==> src/rtl/uart_pkg.sv <==
// Shared types and constants for the two-requester UART transmit scheduler.
package uart_pkg;

    localparam int unsigned DATA_BITS  = 8;
    localparam int unsigned FRAME_BITS = 10;

    typedef enum logic [1:0] {
        ST_IDLE,
        ST_START,
        ST_DATA,
        ST_STOP
    } state_e;

endpackage

==> src/rtl/baud_tick_gen.sv <==
// Bit-period timer: one-cycle tick every DIV clocks, restartable from zero.
module baud_tick_gen #(
    parameter int unsigned DIV = 4
) (
    input  logic clk,
    input  logic reset,
    input  logic restart,
    output logic tick
);

    localparam int unsigned CW = (DIV > 2) ? $clog2(DIV) : 1;

    logic [CW-1:0] cnt_q, cnt_d;

    assign tick = (cnt_q == CW'(DIV - 1));

    always_comb begin
        cnt_d = cnt_q + CW'(1);
        if (restart || tick) begin
            cnt_d = '0;
        end
    end

    always_ff @(posedge clk or posedge reset) begin
        if (reset) begin
            cnt_q <= '0;
        end else begin
            cnt_q <= cnt_d;
        end
    end

endmodule

==> src/rtl/uart_tx_scheduler.sv <==
// 8N1 UART transmitter shared by two requesters under round-robin arbitration.
module uart_tx_scheduler
    import uart_pkg::*;
#(
    parameter int unsigned BR   = 9600,
    parameter int unsigned CLKF = 12000000
) (
    input  logic                 clk,
    input  logic                 reset,
    input  logic                 req0_valid,
    input  logic [DATA_BITS-1:0] req0_data,
    output logic                 req0_ready,
    input  logic                 req1_valid,
    input  logic [DATA_BITS-1:0] req1_data,
    output logic                 req1_ready,
    output logic                 tx,
    output logic                 busy,
    output logic                 grant
);

    localparam int unsigned BR_SAFE = (BR == 0) ? 1 : BR;
    localparam int unsigned DIV     = CLKF / BR_SAFE;
    localparam int unsigned BCW     = $clog2(DATA_BITS);

    if (BR == 0 || CLKF == 0 || (CLKF % BR_SAFE) != 0 || DIV < 2) begin : g_param_check
        $fatal(1, "uart_tx_scheduler: BR/CLKF must give an integer divider of at least 2");
    end

    state_e               state_q, state_d;
    logic [DATA_BITS-1:0] shreg_q, shreg_d;
    logic [BCW-1:0]       bit_cnt_q, bit_cnt_d;
    logic                 tx_q, tx_d;
    logic                 busy_q, busy_d;
    logic                 grant_q, grant_d;
    logic                 prio_q, prio_d;
    logic                 sel;
    logic                 accept;
    logic                 tick;

    // prio_q names the requester that wins a tie; it points away from the last one served
    assign sel        = (req0_valid && req1_valid) ? prio_q : req1_valid;
    assign req0_ready = !reset && (state_q == ST_IDLE) && req0_valid && !sel;
    assign req1_ready = !reset && (state_q == ST_IDLE) && req1_valid && sel;
    assign accept     = req0_ready || req1_ready;

    assign tx    = tx_q;
    assign busy  = busy_q;
    assign grant = grant_q;

    baud_tick_gen #(
        .DIV(DIV)
    ) u_baud (
        .clk    (clk),
        .reset  (reset),
        .restart(accept),
        .tick   (tick)
    );

    always_comb begin
        state_d   = state_q;
        shreg_d   = shreg_q;
        bit_cnt_d = bit_cnt_q;
        tx_d      = tx_q;
        grant_d   = grant_q;
        prio_d    = prio_q;

        unique case (state_q)
            ST_IDLE: begin
                tx_d = 1'b1;
                if (accept) begin
                    state_d = ST_START;
                    shreg_d = sel ? req1_data : req0_data;
                    tx_d    = 1'b0;
                    grant_d = sel;
                    prio_d  = ~sel;
                end
            end
            ST_START: begin
                if (tick) begin
                    state_d   = ST_DATA;
                    tx_d      = shreg_q[0];
                    shreg_d   = shreg_q >> 1;
                    bit_cnt_d = '0;
                end
            end
            ST_DATA: begin
                if (tick) begin
                    if (bit_cnt_q == BCW'(DATA_BITS - 1)) begin
                        state_d = ST_STOP;
                        tx_d    = 1'b1;
                    end else begin
                        bit_cnt_d = bit_cnt_q + BCW'(1);
                        tx_d      = shreg_q[0];
                        shreg_d   = shreg_q >> 1;
                    end
                end
            end
            ST_STOP: begin
                if (tick) begin
                    state_d = ST_IDLE;
                end
            end
            default: begin
                state_d = ST_IDLE;
                tx_d    = 1'b1;
            end
        endcase

        busy_d = (state_d != ST_IDLE);
    end

    always_ff @(posedge clk or posedge reset) begin
        if (reset) begin
            state_q   <= ST_IDLE;
            shreg_q   <= '0;
            bit_cnt_q <= '0;
            tx_q      <= 1'b1;
            busy_q    <= 1'b0;
            grant_q   <= 1'b0;
            prio_q    <= 1'b0;
        end else begin
            state_q   <= state_d;
            shreg_q   <= shreg_d;
            bit_cnt_q <= bit_cnt_d;
            tx_q      <= tx_d;
            busy_q    <= busy_d;
            grant_q   <= grant_d;
            prio_q    <= prio_d;
        end
    end

endmodule

==> config.mk <==
export PLATFORM = sky130hd
export DESIGN_NAME = uart_tx_scheduler
export DESIGN_NICKNAME = d
export VERILOG_FILES = /design/src/rtl/uart_pkg.sv /design/src/rtl/baud_tick_gen.sv /design/src/rtl/uart_tx_scheduler.sv
export SDC_FILE = /design/constraint.sdc
export NUM_CORES = 1
export LEC_CHECK = 0
export ABC_CLOCK_PERIOD_IN_PS = 4250
export BUFFER_PORTS_ARGS = -buffer_cell sky130_fd_sc_hd__buf_2
export CORE_MARGIN = 3
export CORE_UTILIZATION = 50
export CTS_BUF_LIST = sky130_fd_sc_hd__clkbuf_8
export DETAILED_ROUTE_END_ITERATION = 8
export GPL_ROUTABILITY_DRIVEN = 0
export PLACE_DENSITY = 0.72
export SLEW_MARGIN = 20
export SYNTH_ARGS = -nofsm -noshare
export SYNTH_HDL_FRONTEND = slang
export SYNTH_HIERARCHICAL = 1
export SYNTH_SLANG_ARGS = --single-unit
==> constraint.sdc <==
create_clock -name clk -period 4.25 [get_ports clk]
set_clock_uncertainty 0.15 [all_clocks]
set_input_delay 0.6375 -clock clk [delete_from_list [all_inputs] [get_ports clk]]
set_output_delay 0.6375 -clock clk [all_outputs]
set_load 0.03 [all_outputs]
==> results_dict.tcl, run 1 <==
set metrics [dict create \
    place_inst 235 \
    grt_antenna_before_repair 0 \
    port-buffer-count 24 \
    hp-class "input pin to async pin" \
    ant_nets 0 \
    grt_overflow 0 \
    power_mw 0.451 \
    critPathMaxFanout 8 \
    die_area_sq_um 4010 \
    num_vias 1388 \
    relSlewSlack_pct 50.9 \
    area_growth_syn_to_layout_pct 12.3 \
    die_x_microns 63.3 \
    die_height_microns 63.3 \
    yosysTopAreaCell "dfrtp_1" \
    diodes 0 \
    yosys_warnings 6 \
    path_clk_slew_ps 90 \
    grt_setup_unrepaired "no" \
    cts_root_buf "clkbuf_8" \
    grt_pass1_wl_microns 5990 \
    route.detailed.drc 0 \
    cts_tree "built" \
    grt_pass1_vias 1368 \
    cp_slowest_cell "or4_4" \
    cts_buffers 3 \
    maxSlewViolCount 0 \
    synth.top_cells.by_area "dfrtp_1, ha_1, mux2_2, o21ai_0, a21oi_1" \
    max_stage_delay_ps 580 \
    tightest_slew_ps 731 \
    h-tree-depth 1 \
    dr.pass1.iters 6 \
    critPathKind "flop to flop" \
    syn-cell-area_sq_um 1640 \
    max_cap_violations 0 \
    p_leak_nw 0.821 \
    track_usage_pct 18.2 \
    core_region_area_sq_um 3100 \
    drtIter0Drc 83 \
    drive_above_1_share_pct 20.5 \
    clockBufferDepth 2 \
    period_needed_ps 2890 \
    required_ps 4260 \
    cts_setup_buffers 0 \
    final_nets 225 \
    crit_arrival_ps 2900 \
    vdd_drop_max_mv 0.118 \
    place_area_sq_um 1800 \
    hold_buffers 0 \
    worstSkewPairLatency_ps 270 \
    path_cells "or4_4 > nor3_1 > a21oi_1 > nor3_4 > mux2_2" \
    power_density_nw_per_um2 245 \
    fin_cells 239 \
    avgSynthCellArea_sq_um 9.61 \
    hold_viol_final 0 \
    synth_cell_types 34 \
    synthCells 171 \
    routed_wl_microns 3370 \
    grt_max_degree 19 \
    hpwl_microns 2580 \
    ys_seq_area_share_pct 42.7 \
    rows 20 \
    design_area_sq_um 1850 \
    period_share_pct 68.0 \
    cts.sinks 28 \
    critPathBufInv 0 \
    io_pins 25 \
    outcome "completed" \
    end_kind "flop" \
    clock.fmax_mhz 346 \
    setup_viol 0 \
    utilization_pct 59.5 \
    path_delay_family "simple AND/OR/NAND/NOR gates" \
    syn-num-nets 200 \
    startpoint_type "flop" \
    initial_utilization_pct 52.9 \
    fin_tns_setup_ps 0 \
    vias_per_cell 5.81 \
    avgRoutedWirePerCell_microns 14.1 \
    yosys.area.top_type_share_pct 41.1 \
    ys_seq_elements 28 \
    cts_resized 0 \
]
registers in the layout, summed over array words and instances (netlist names):
register	cells
bit_cnt_q	3
grant	1
shreg_q	8
busy	1
tx	1
prio_q	1
u_baud/cnt_q	11
state_q	2
cell usage after synthesis:
cell type and number:
a21o_1 1, a21oi_1 16, a22o_1 5, a22oi_1 1
a31oi_1 8, and3_1 1, buf_2 2, clkbuf_1 2
dfrtp_1 27, dfstp_2 1, ha_1 9, inv_1 8
mux2_2 9, nand2_1 4, nand2b_1 2, nand3_1 6
nand4_1 2, nand4b_1 1, nor2_1 13, nor2b_1 10
nor3_1 6, nor3_4 1, o21a_1 2, o21ai_0 17
o22ai_1 1, o31ai_1 3, o31ai_4 1, o32a_1 1
o41ai_1 1, or3_1 3, or4_1 3, or4_4 1
xnor2_1 1, xor2_1 2
area by class of cell:
cell class / count / area, sq um
fillers: 281 / 1260
multi-input cells: 131 / 893
flip-flops and latches: 28 / 702
repair buffers: 24 / 120
well taps: 44 / 55.1
clock buffers: 3 / 41.3
inverters: 8 / 30.0
clock inverters: 1 / 3.75
stage by stage:
step | hold slack [ps] | setup WS [ps]
3_5_place_dp | 328 | 1350
4_1_cts | 243 | 1350
6_report | 240 | 1360
3_3_place_gp | 313 | 1450
5_1_grt | 252 | 1150
2_1_floorplan | 309 | 1670
path summary, 6_finish.rpt:
path | from | end | slack, ps | cells after the start
max in group asynchronous | reset | busy$_DFF_PP0_ | 3190 | 2
max reg2reg | u_baud/cnt_q[3]$_DFF_PP0_ | shreg_q[5]$_DFFE_PP0P_ | 1360 | 5
min in group clk | grant$_DFFE_PP0P_ | grant$_DFFE_PP0P_ | 350 | 1
max | u_baud/cnt_q[3]$_DFF_PP0_ | shreg_q[5]$_DFFE_PP0P_ | 1360 | 5
min | reset | u_baud/cnt_q[8]$_DFF_PP0_ | 240 | 2
min reg2reg | grant$_DFFE_PP0P_ | grant$_DFFE_PP0P_ | 350 | 1
per-layer routing:
metal	wire length, microns	track usage (%)
met1	1540	23.9
met2	1640	30.1
met3	156	3.21
met4	41	6.20
met5	0	0
where the power goes:
part	leakage, nW	internal [mW]	switching [mW]
logic	0.443	0.0157	0.0193
clock network	0.0269	0.0647	0.0762
registers	0.352	0.272	0.00333
worst reg2reg max path, delay by kind of cell, from the launching register on:
kind / cells / cell delay, ps
simple gates: 3 / 1580
flops: 1 / 440
mux: 1 / 390
compound gates: 1 / 220
cell usage in the layout (no fill, tap or decap):
master,synthesis,routed
nand3_1,6,6
a21o_1,1,1
dfrtp_1,27,27
clkbuf_8,0,3
nor3_4,1,1
o31ai_4,1,1
dfstp_2,1,1
xnor2_1,1,1
buf_2,2,24
nor3_1,6,6
o41ai_1,1,1
nand2_1,4,4
o32a_1,1,1
a31oi_1,8,8
or4_4,1,1
mux2_2,9,9
a22o_1,5,5
nor2_1,13,13
o31ai_1,3,3
o21ai_0,17,17
a21oi_1,16,16
nand4_1,2,2
xor2_1,2,2
or3_1,3,3
o22ai_1,1,1
nand2b_1,2,2
nor2b_1,10,10
or4_1,3,3
ha_1,9,9
nand4b_1,1,1
a22oi_1,1,1
o21a_1,2,2
and3_1,1,1
inv_1,8,9
kinds of logic (layout without fill, tap and decap cells):
group | after synthesis | count (layout) | synth area share [%]
AO/OA/AOI/OAI | 57 | 57 | 21.8
buffers and inverters | 12 | 36 | 2.89
adder cells (fa/ha/maj) | 9 | 9 | 6.85
multiplexers | 9 | 9 | 6.17
AND/OR/NAND/NOR | 53 | 53 | 18.0
XOR/XNOR | 3 | 3 | 1.60
flip-flops | 28 | 28 | 42.7
Power figures use the tool's default switching activity.
==> inputs of run 2 (changes only) <==
- ABC_CLOCK_PERIOD_IN_PS: 4250 -> 2800
- clock period: 4.25 -> 2.8 ns (I/O delays scaled with it)
==> run 2 against run 1 <==
Die area unchanged. Register-to-register slack got worse by 1100 ps. Wire length up 3.2%. Utilization is 1.3 points higher. Sequential share of layout area shrank 0.83 points. Combinational power rose by 54%. Via count grew 1.9%. Worst hold slack worse by 230 ps. Final cell count increased by 0.84%. Clock power grew 120%. Critical endpoint is now shreg_q[4]$_DFFE_PP0P_.
==> results_dict.tcl, run 2 (synthesized netlist as in run 1, its figures left out) <==
set metrics [dict create \
    routed_wl_microns 3480 \
    hp-class "input pin to async pin" \
    h-tree-depth 1 \
    hold_buffers 0 \
    place_inst 237 \
    period_needed_ps 2510 \
    outcome "completed" \
    path_delay_family "simple AND/OR/NAND/NOR gates" \
    dr.pass1.iters 5 \
    worstSkewPairLatency_ps 270 \
    die_height_microns 63.3 \
    largest_reg_flops 11 \
    grt_setup_unrepaired "no" \
    setup_viol 0 \
    path_cells "or4_4 > nor3_1 > a21oi_1 > nor3_4 > mux2_2" \
    final_nets 227 \
    startpoint_type "flop" \
    clock.fmax_mhz 399 \
    num_vias 1414 \
    critPathMaxFanout 8 \
    grt_pass1_wl_microns 6030 \
    required_ps 2810 \
    track_usage_pct 18.6 \
    final_common_cell "dfrtp_1" \
    vdd_drop_max_mv 0.210 \
    final_cell_mix "dfrtp_1, buf_2, o21ai_0" \
    drive_above_1_share_pct 21.8 \
    critPathKind "flop to flop" \
    cp_slowest_cell "or4_4" \
    diodes 0 \
    ant_nets 0 \
    relSlewSlack_pct 64.4 \
    maxSlewViolCount 0 \
    die_area_sq_um 4010 \
    design_area_sq_um 1890 \
    die_x_microns 63.3 \
    period_share_pct 89.6 \
    hold_viol_final 0 \
    vias_per_cell 5.87 \
    area_growth_syn_to_layout_pct 14.9 \
    utilization_pct 60.8 \
    max_stage_delay_ps 570 \
    end_kind "flop" \
    core_region_area_sq_um 3100 \
    critPathBufInv 0 \
    met1_length_microns 1510 \
    route.detailed.drc 0 \
    p_leak_nw 0.840 \
    grt_overflow 0 \
    holdWs_ps 10.4 \
    max_cap_violations 0 \
    cts_root_buf "clkbuf_8" \
    fin_tns_setup_ps 0 \
    cts_tree "built" \
    path_clk_slew_ps 100 \
    rows 20 \
    routed.top_layer "met4" \
    initial_utilization_pct 52.9 \
    cts_setup_buffers 0 \
    grt_antenna_before_repair 0 \
    fin_cells 241 \
    power_density_nw_per_um2 417 \
    top_regs "u_baud/cnt_q x11, shreg_q x8, bit_cnt_q x3" \
    timing.rr.start "u_baud/cnt_q[3]$_DFF_PP0_" \
    tightest_slew_ps 534 \
    io_pins 25 \
    route.met3.wl_microns 177 \
    startpoint "u_baud/cnt_q[3]$_DFF_PP0_" \
    cts_resized 0 \
    place_area_sq_um 1820 \
    clockBufferDepth 2 \
    regMostFlops "u_baud/cnt_q" \
    grt_max_degree 18 \
    crit_arrival_ps 2520 \
    grt_pass1_vias 1335 \
    port-buffer-count 24 \
    hpwl_microns 2550 \
    cts_buffers 3 \
    cts.sinks 28 \
    drtIter0Drc 107 \
    dr_wl_met2_microns 1750 \
    avgRoutedWirePerCell_microns 14.4 \
]
## run 2: changes by cell type in the layout (fill, tap and decap cells not counted), sizes merged
cell / change
buf: +2
inv: -1
bufinv: +1
## run 2: layer usage
layer,vias to the layer above,track usage (%)
li1,681,-
met1,683,23.4
met2,46,32.6
met3,4,2.50
met4,0,6.47
met5,-,0
## run 2: path summary, 6_finish.rpt
path / slack (ps) / cells after the start / endpoint
max in group asynchronous: 2190 / 2 / u_baud/cnt_q[6]$_DFF_PP0_
setup / recovery: 290 / 5 / shreg_q[4]$_DFFE_PP0P_
hold / removal: 10 / 2 / u_baud/cnt_q[9]$_DFF_PP0_
hold reg to reg: 340 / 1 / u_baud/cnt_q[0]$_DFF_PP0_
setup reg to reg: 290 / 5 / shreg_q[4]$_DFFE_PP0P_
min in group clk: 330 / 3 / prio_q$_DFFE_PP0P_
## run 2: final cells by class
type / instances / area, sq um
Sequential cell: 28 / 702
Clock inverter: 1 / 30.0
Inverter: 8 / 30.0
Multi-Input combinational cell: 131 / 893
Fill cell: 285 / 1220
Clock buffer: 3 / 41.3
Tap cell: 44 / 55.1
Timing Repair Buffer: 26 / 135
## run 2: power by group
group          internal [mW]  total (mW)  switching [mW]  leakage (nW)
sequential             0.413       0.418         0.00501         0.352
combinational         0.0247      0.0540          0.0293         0.453
clock                  0.191       0.314           0.123        0.0357
total                  0.629       0.787           0.157         0.840
## run 2: stage by stage
| stage | setup slack [ps] | power [mW] |
|---|---|---|
| 2_1_floorplan | 216 | 0.457 |
| 3_3_place_gp | 420 | 0.477 |
| 3_5_place_dp | 307 | 0.481 |
| 4_1_cts | 282 | 0.799 |
| 5_1_grt | 134 | 0.825 |
| 6_report | 291 | 0.787 |
